## src/rtl/reset_seq.sv

```systemverilog
// reset_seq: power-on and soft-reset sequencer for the Laser310 core.
// Releases the memory, video and CPU reset domains in a fixed order using a
// prescaled tick timebase and two readiness handshakes (SDRAM init and ROM
// image download). A CPU-only soft reset can be requested while running.

module reset_seq #(
    parameter int PRESCALE_W = 6,      // one tick every 2^PRESCALE_W clocks
    parameter int HOLD_TICKS = 65536,  // ticks all domains held after SYS_RESET_N
    parameter int GAP_TICKS  = 1024,   // ticks from video release to ROM-wait check
    parameter int SOFT_TICKS = 4096,   // ticks the CPU is held for a soft reset
    parameter int CNT_W      = 17      // must hold max(HOLD,GAP,SOFT)-1
) (
    input  logic       CLK,
    input  logic       SYS_RESET_N,
    input  logic       SOFT_RST_REQ,
    input  logic       SDRAM_READY,
    input  logic       ROM_LOAD_BUSY,
    output logic       MEM_RESET_N,
    output logic       VIDEO_RESET_N,
    output logic       CPU_RESET_N,
    output logic       BUSY,
    output logic [2:0] SEQ_STATE
);

    typedef enum logic [2:0] {
        ST_ASSERT   = 3'd0,
        ST_MEM_WAIT = 3'd1,
        ST_VID_GAP  = 3'd2,
        ST_ROM_WAIT = 3'd3,
        ST_RUN      = 3'd4,
        ST_SOFT     = 3'd5
    } state_t;

    // Tick index on which each timed state exits.
    localparam logic [CNT_W-1:0] HOLD_LAST = CNT_W'(HOLD_TICKS - 1);
    localparam logic [CNT_W-1:0] GAP_LAST  = CNT_W'(GAP_TICKS - 1);
    localparam logic [CNT_W-1:0] SOFT_LAST = CNT_W'(SOFT_TICKS - 1);

    // Raw 3-bit state register so the illegal codes 6 and 7 are representable
    // and can be recovered from; the enum view is used for decoding.
    logic [2:0]            state_q;
    logic [PRESCALE_W-1:0] presc_q;
    logic [CNT_W-1:0]      ticks_q;
    state_t                cur_state;
    state_t                nxt_state;
    logic                  tick;

    assign cur_state = state_t'(state_q);
    assign tick      = &presc_q;
    assign SEQ_STATE = state_q;

    // Next-state selection from the current state, timebase and handshakes.
    always_comb begin
        // NOTE: default assignment first so every path drives nxt_state and no latch is inferred.
        nxt_state = cur_state;
        case (cur_state)
            ST_ASSERT:   if (tick && ticks_q == HOLD_LAST) nxt_state = ST_MEM_WAIT;
            ST_MEM_WAIT: if (SDRAM_READY)                  nxt_state = ST_VID_GAP;
            ST_VID_GAP:  if (tick && ticks_q == GAP_LAST)  nxt_state = ST_ROM_WAIT;
            ST_ROM_WAIT: if (!ROM_LOAD_BUSY)               nxt_state = ST_RUN;
            ST_RUN: begin
                // A soft reset request wins over a new download starting.
                if (SOFT_RST_REQ)       nxt_state = ST_SOFT;
                else if (ROM_LOAD_BUSY) nxt_state = ST_ROM_WAIT;
            end
            ST_SOFT:     if (tick && ticks_q == SOFT_LAST) nxt_state = ST_ROM_WAIT;
            default:                                       nxt_state = ST_ASSERT;
        endcase
    end

    // State, timebase and reset outputs; outputs decode nxt_state so they move with SEQ_STATE.
    always_ff @(posedge CLK) begin
        // NOTE: sequential state uses non-blocking assignments so every register samples pre-edge values.
        if (!SYS_RESET_N) begin
            state_q       <= ST_ASSERT;
            presc_q       <= '0;
            ticks_q       <= '0;
            MEM_RESET_N   <= 1'b0;
            VIDEO_RESET_N <= 1'b0;
            CPU_RESET_N   <= 1'b0;
            BUSY          <= 1'b1;
        end else begin
            state_q <= nxt_state;
            // Timebase restarts on every transition so each state's duration is exact.
            if (nxt_state != cur_state) begin
                presc_q <= '0;
                ticks_q <= '0;
            end else begin
                presc_q <= presc_q + PRESCALE_W'(1);
                // Saturate so a long handshake wait never wraps the tick count.
                if (tick && ticks_q != '1) ticks_q <= ticks_q + CNT_W'(1);
            end
            MEM_RESET_N   <= (nxt_state != ST_ASSERT);
            VIDEO_RESET_N <= (nxt_state inside {ST_VID_GAP, ST_ROM_WAIT, ST_RUN, ST_SOFT});
            CPU_RESET_N   <= (nxt_state == ST_RUN);
            BUSY          <= (nxt_state != ST_RUN);
        end
    end

endmodule

```

## config.mk

```make
export PLATFORM = sky130hd
export DESIGN_NAME = reset_seq
export DESIGN_NICKNAME = d
export VERILOG_FILES = /design/src/rtl/reset_seq.sv
export SDC_FILE = /design/constraint.sdc
export NUM_CORES = 1
export LEC_CHECK = 0
export ABC_AREA = 1
export CAP_MARGIN = 25
export CORE_MARGIN = 10
export CORE_UTILIZATION = 50
export DETAILED_ROUTE_END_ITERATION = 12
export PLACE_DENSITY = 0.77
export SLEW_MARGIN = 20
export SYNTH_ARGS = -nofsm -noshare
export SYNTH_HDL_FRONTEND = slang
export SYNTH_SLANG_ARGS = --single-unit
```

## constraint.sdc

```tcl
create_clock -name CLK -period 3.59 [get_ports CLK]
set_input_delay 1.077 -clock CLK [delete_from_list [all_inputs] [get_ports CLK]]
set_output_delay 1.077 -clock CLK [all_outputs]
set_load 0.03 [all_outputs]
```

==> flow_metrics.py <==
metrics = {
    "finish": {
        "final_common_cell": "nand2_1",
        "final.fill_count": 293,
        "diodes": 0,
        "regArea_um2": 601,
        "layout_common_cells": "nand2_1, dfxtp_1, inv_1, nor2_1, nor2_2",
        "multiInputGateArea_um2": 893,
        "synthToLayoutAreaGrowth_pct": 12.7,
        "final_core_util_pct": 59.6,
        "fin_area_mm2": 0.00184,
        "drive_gt1_share_pct": 18.5,
        "layout.nets": 241,
    },
    "power_and_ir_drop": {
        "ir_worst_vdd_mv": 0.218,
        "leakage_nw": 0.690,
        "powerDensity_mw_per_mm2": 312,
    },
    "sta": {
        "tightest_slew_ps": 454,
        "fin_setup_tns_ps": 0,
        "drv_slew": 0,
        "relSlewSlack_pct": 69.7,
        "setup_violations": 0,
        "rsz0062_at_grt": "false",
        "fmax_mhz": 383,
        "period_share_pct": 72.8,
        "skew_ps": 10.6,
        "finalCriticalPeriod_ps": 2610,
        "hold_violations": 0,
    },
    "detailed_routing": {
        "wl_um": 2820,
        "first_pass_iters": 4,
        "routed_via_density": 4.68,
        "antenna_left": 0,
        "wl_per_cell_um": 10.2,
        "drcViolationCount": 0,
        "drt_iter0_drc": 56,
        "vias": 1296,
    },
    "setup_path": {
        "slowest_stage": "clkdlybuf4s50_1",
        "max_stage_delay_ps": 730,
        "crit_fanout": 7,
        "worstSetupPathType": "flip-flop to output port",
        "crit_path_cell_trace": "clkdlybuf4s50_1",
        "cp-end-kind": "output port",
        "crit_buf_inv": 1,
        "worstSetupStartpointType": "flip-flop",
        "critPathTopFamily": "buffers and inverters",
        "crit_required_ps": 2510,
        "cp.arrival_ps": 1540,
    },
    "synthesis": {
        "synth_seq_cells": 30,
        "synth.area.top_cells": "dfxtp_1, nand2_1, nor2_2",
        "postSynthCellCount": 216,
        "synth.net_count": 225,
        "yosysTopAreaCell": "dfxtp_1",
        "avgSynthCellArea_um2": 7.54,
        "synth_top_area_share_pct": 36.9,
        "seq_area_frac_synth_pct": 36.9,
        "ys_warn_count": 0,
        "syn_area_mm2": 0.00163,
        "ys_types": 24,
    },
    "clocking": {
        "cts_sinks": 30,
        "cts_resized": 0,
        "root_buffer": "clkbuf_4",
        "path_clk_slew_ps": 100,
        "clkLatencyLatePin_ps": 340,
        "post_cts_buffers": 0,
        "cts_tree": "yes",
        "cts_max_path_buffers": 2,
        "cts_inserted_buffers": 5,
        "htreeDepth": 2,
        "hold_buffers": 0,
    },
    "placed_design": {
        "dp_hpwl_um": 2130,
        "gp_congestion": 0.854,
        "placed_area_mm2": 0.00177,
        "port_buffers": 11,
    },
    "grt": {
        "grt_overflow": 0,
        "grt_max_degree": 24,
        "grt_pass1_vias": 1263,
        "antenna_found_initial": 0,
        "grt_pass1_wl_um": 5290,
        "grt_usage_pct": 10.7,
    },
    "outcome": {
        "status": "finished, final reports clean",
    },
    "floorplan": {
        "core_area_mm2": 0.00308,
        "die_w_um": 77.1,
        "die_y_um": 77.1,
        "rows": 20,
        "start_util_pct": 52.9,
        "dieArea_mm2": 0.00594,
        "io_pins": 12,
    },
    "run": {
        "maxCapViolCount": 0,
    },
    "worst_hold_path": {
        "hold_path.class": "flip-flop to flip-flop",
    },
}
==> metal layers <==
metal | routed length (µm) | GRT usage, %
met5 | 0 | 0
met4 | 59 | 4.74
met3 | 148 | 5.01
met2 | 1230 | 16.8
met1 | 1380 | 12.0
==> final timing paths <==
path	end	start	slack, ps	depth (start not counted)
setup / recovery	SEQ_STATE[0]	SEQ_STATE[0]	980	1
setup reg to reg	ticks_q[14]	ticks_q[1]	1280	12
hold / removal	presc_q[0]	presc_q[0]	470	1
hold reg to reg	presc_q[0]	presc_q[0]	470	1
==> final cells by class <==
class,count,area share [%]
Clock buffer,6,2.79
Clock inverter,2,0.682
Inverter,30,6.13
Multi-Input combinational cell,154,48.7
Sequential cell,30,32.7
Tap cell,44,3.00
Timing Repair Buffer,11,6.00
==> stage by stage <==
stage,hold WS [ps],std cells,setup slack [ps],power (mW)
after detailed placement,449,269,754,0.365
after CTS,475,277,958,0.583
after global placement,439,269,843,0.365
final,472,277,977,0.573
after floorplan,427,216,1560,0.360
after global routing,504,277,895,0.601
==> power breakdown <==
part | internal [mW] | leakage [nW] | switching, mW
Clock | 0.0940 | 0.0343 | 0.122
Combinational | 0.00839 | 0.414 | 0.0113
Sequential | 0.336 | 0.242 | 0.00254
Total | 0.438 | 0.690 | 0.135
==> Yosys cell counts <==
library cell / number
xnor2_1: 6
inv_2: 2
nor2_2: 19
nor2_1: 28
nand3_2: 2
a31oi_1: 1
nor3_1: 7
inv_1: 28
nand4_1: 5
ha_1: 4
a21oi_1: 1
buf_6: 2
nand2_2: 8
xor2_1: 11
dfxtp_1: 30
nand3_1: 12
o21ai_0: 3
nand4_4: 1
nand3_4: 1
mux2i_1: 3
and2_1: 1
nor2_4: 2
nand2_1: 38
nand3b_1: 1
==> sequential cells by signal, summed over array words and instances (netlist names) <==
signal,flops
VIDEO_RESET_N,1
ticks_q,17
BUSY,1
SEQ_STATE,3
MEM_RESET_N,1
presc_q,6
CPU_RESET_N,1
==> kinds of logic after synthesis <==
family / count (synthesis) / synth area share [%]
buffers and inverters: 32 / 8.29
multiplexers: 3 / 1.84
XOR/XNOR: 17 / 9.14
AO/OA/AOI/OAI: 5 / 1.61
AND/OR/NAND/NOR: 125 / 39.2
flip-flops: 30 / 36.9
adder cells (fa/ha/maj): 4 / 3.07
Power figures use the tool's default switching activity.
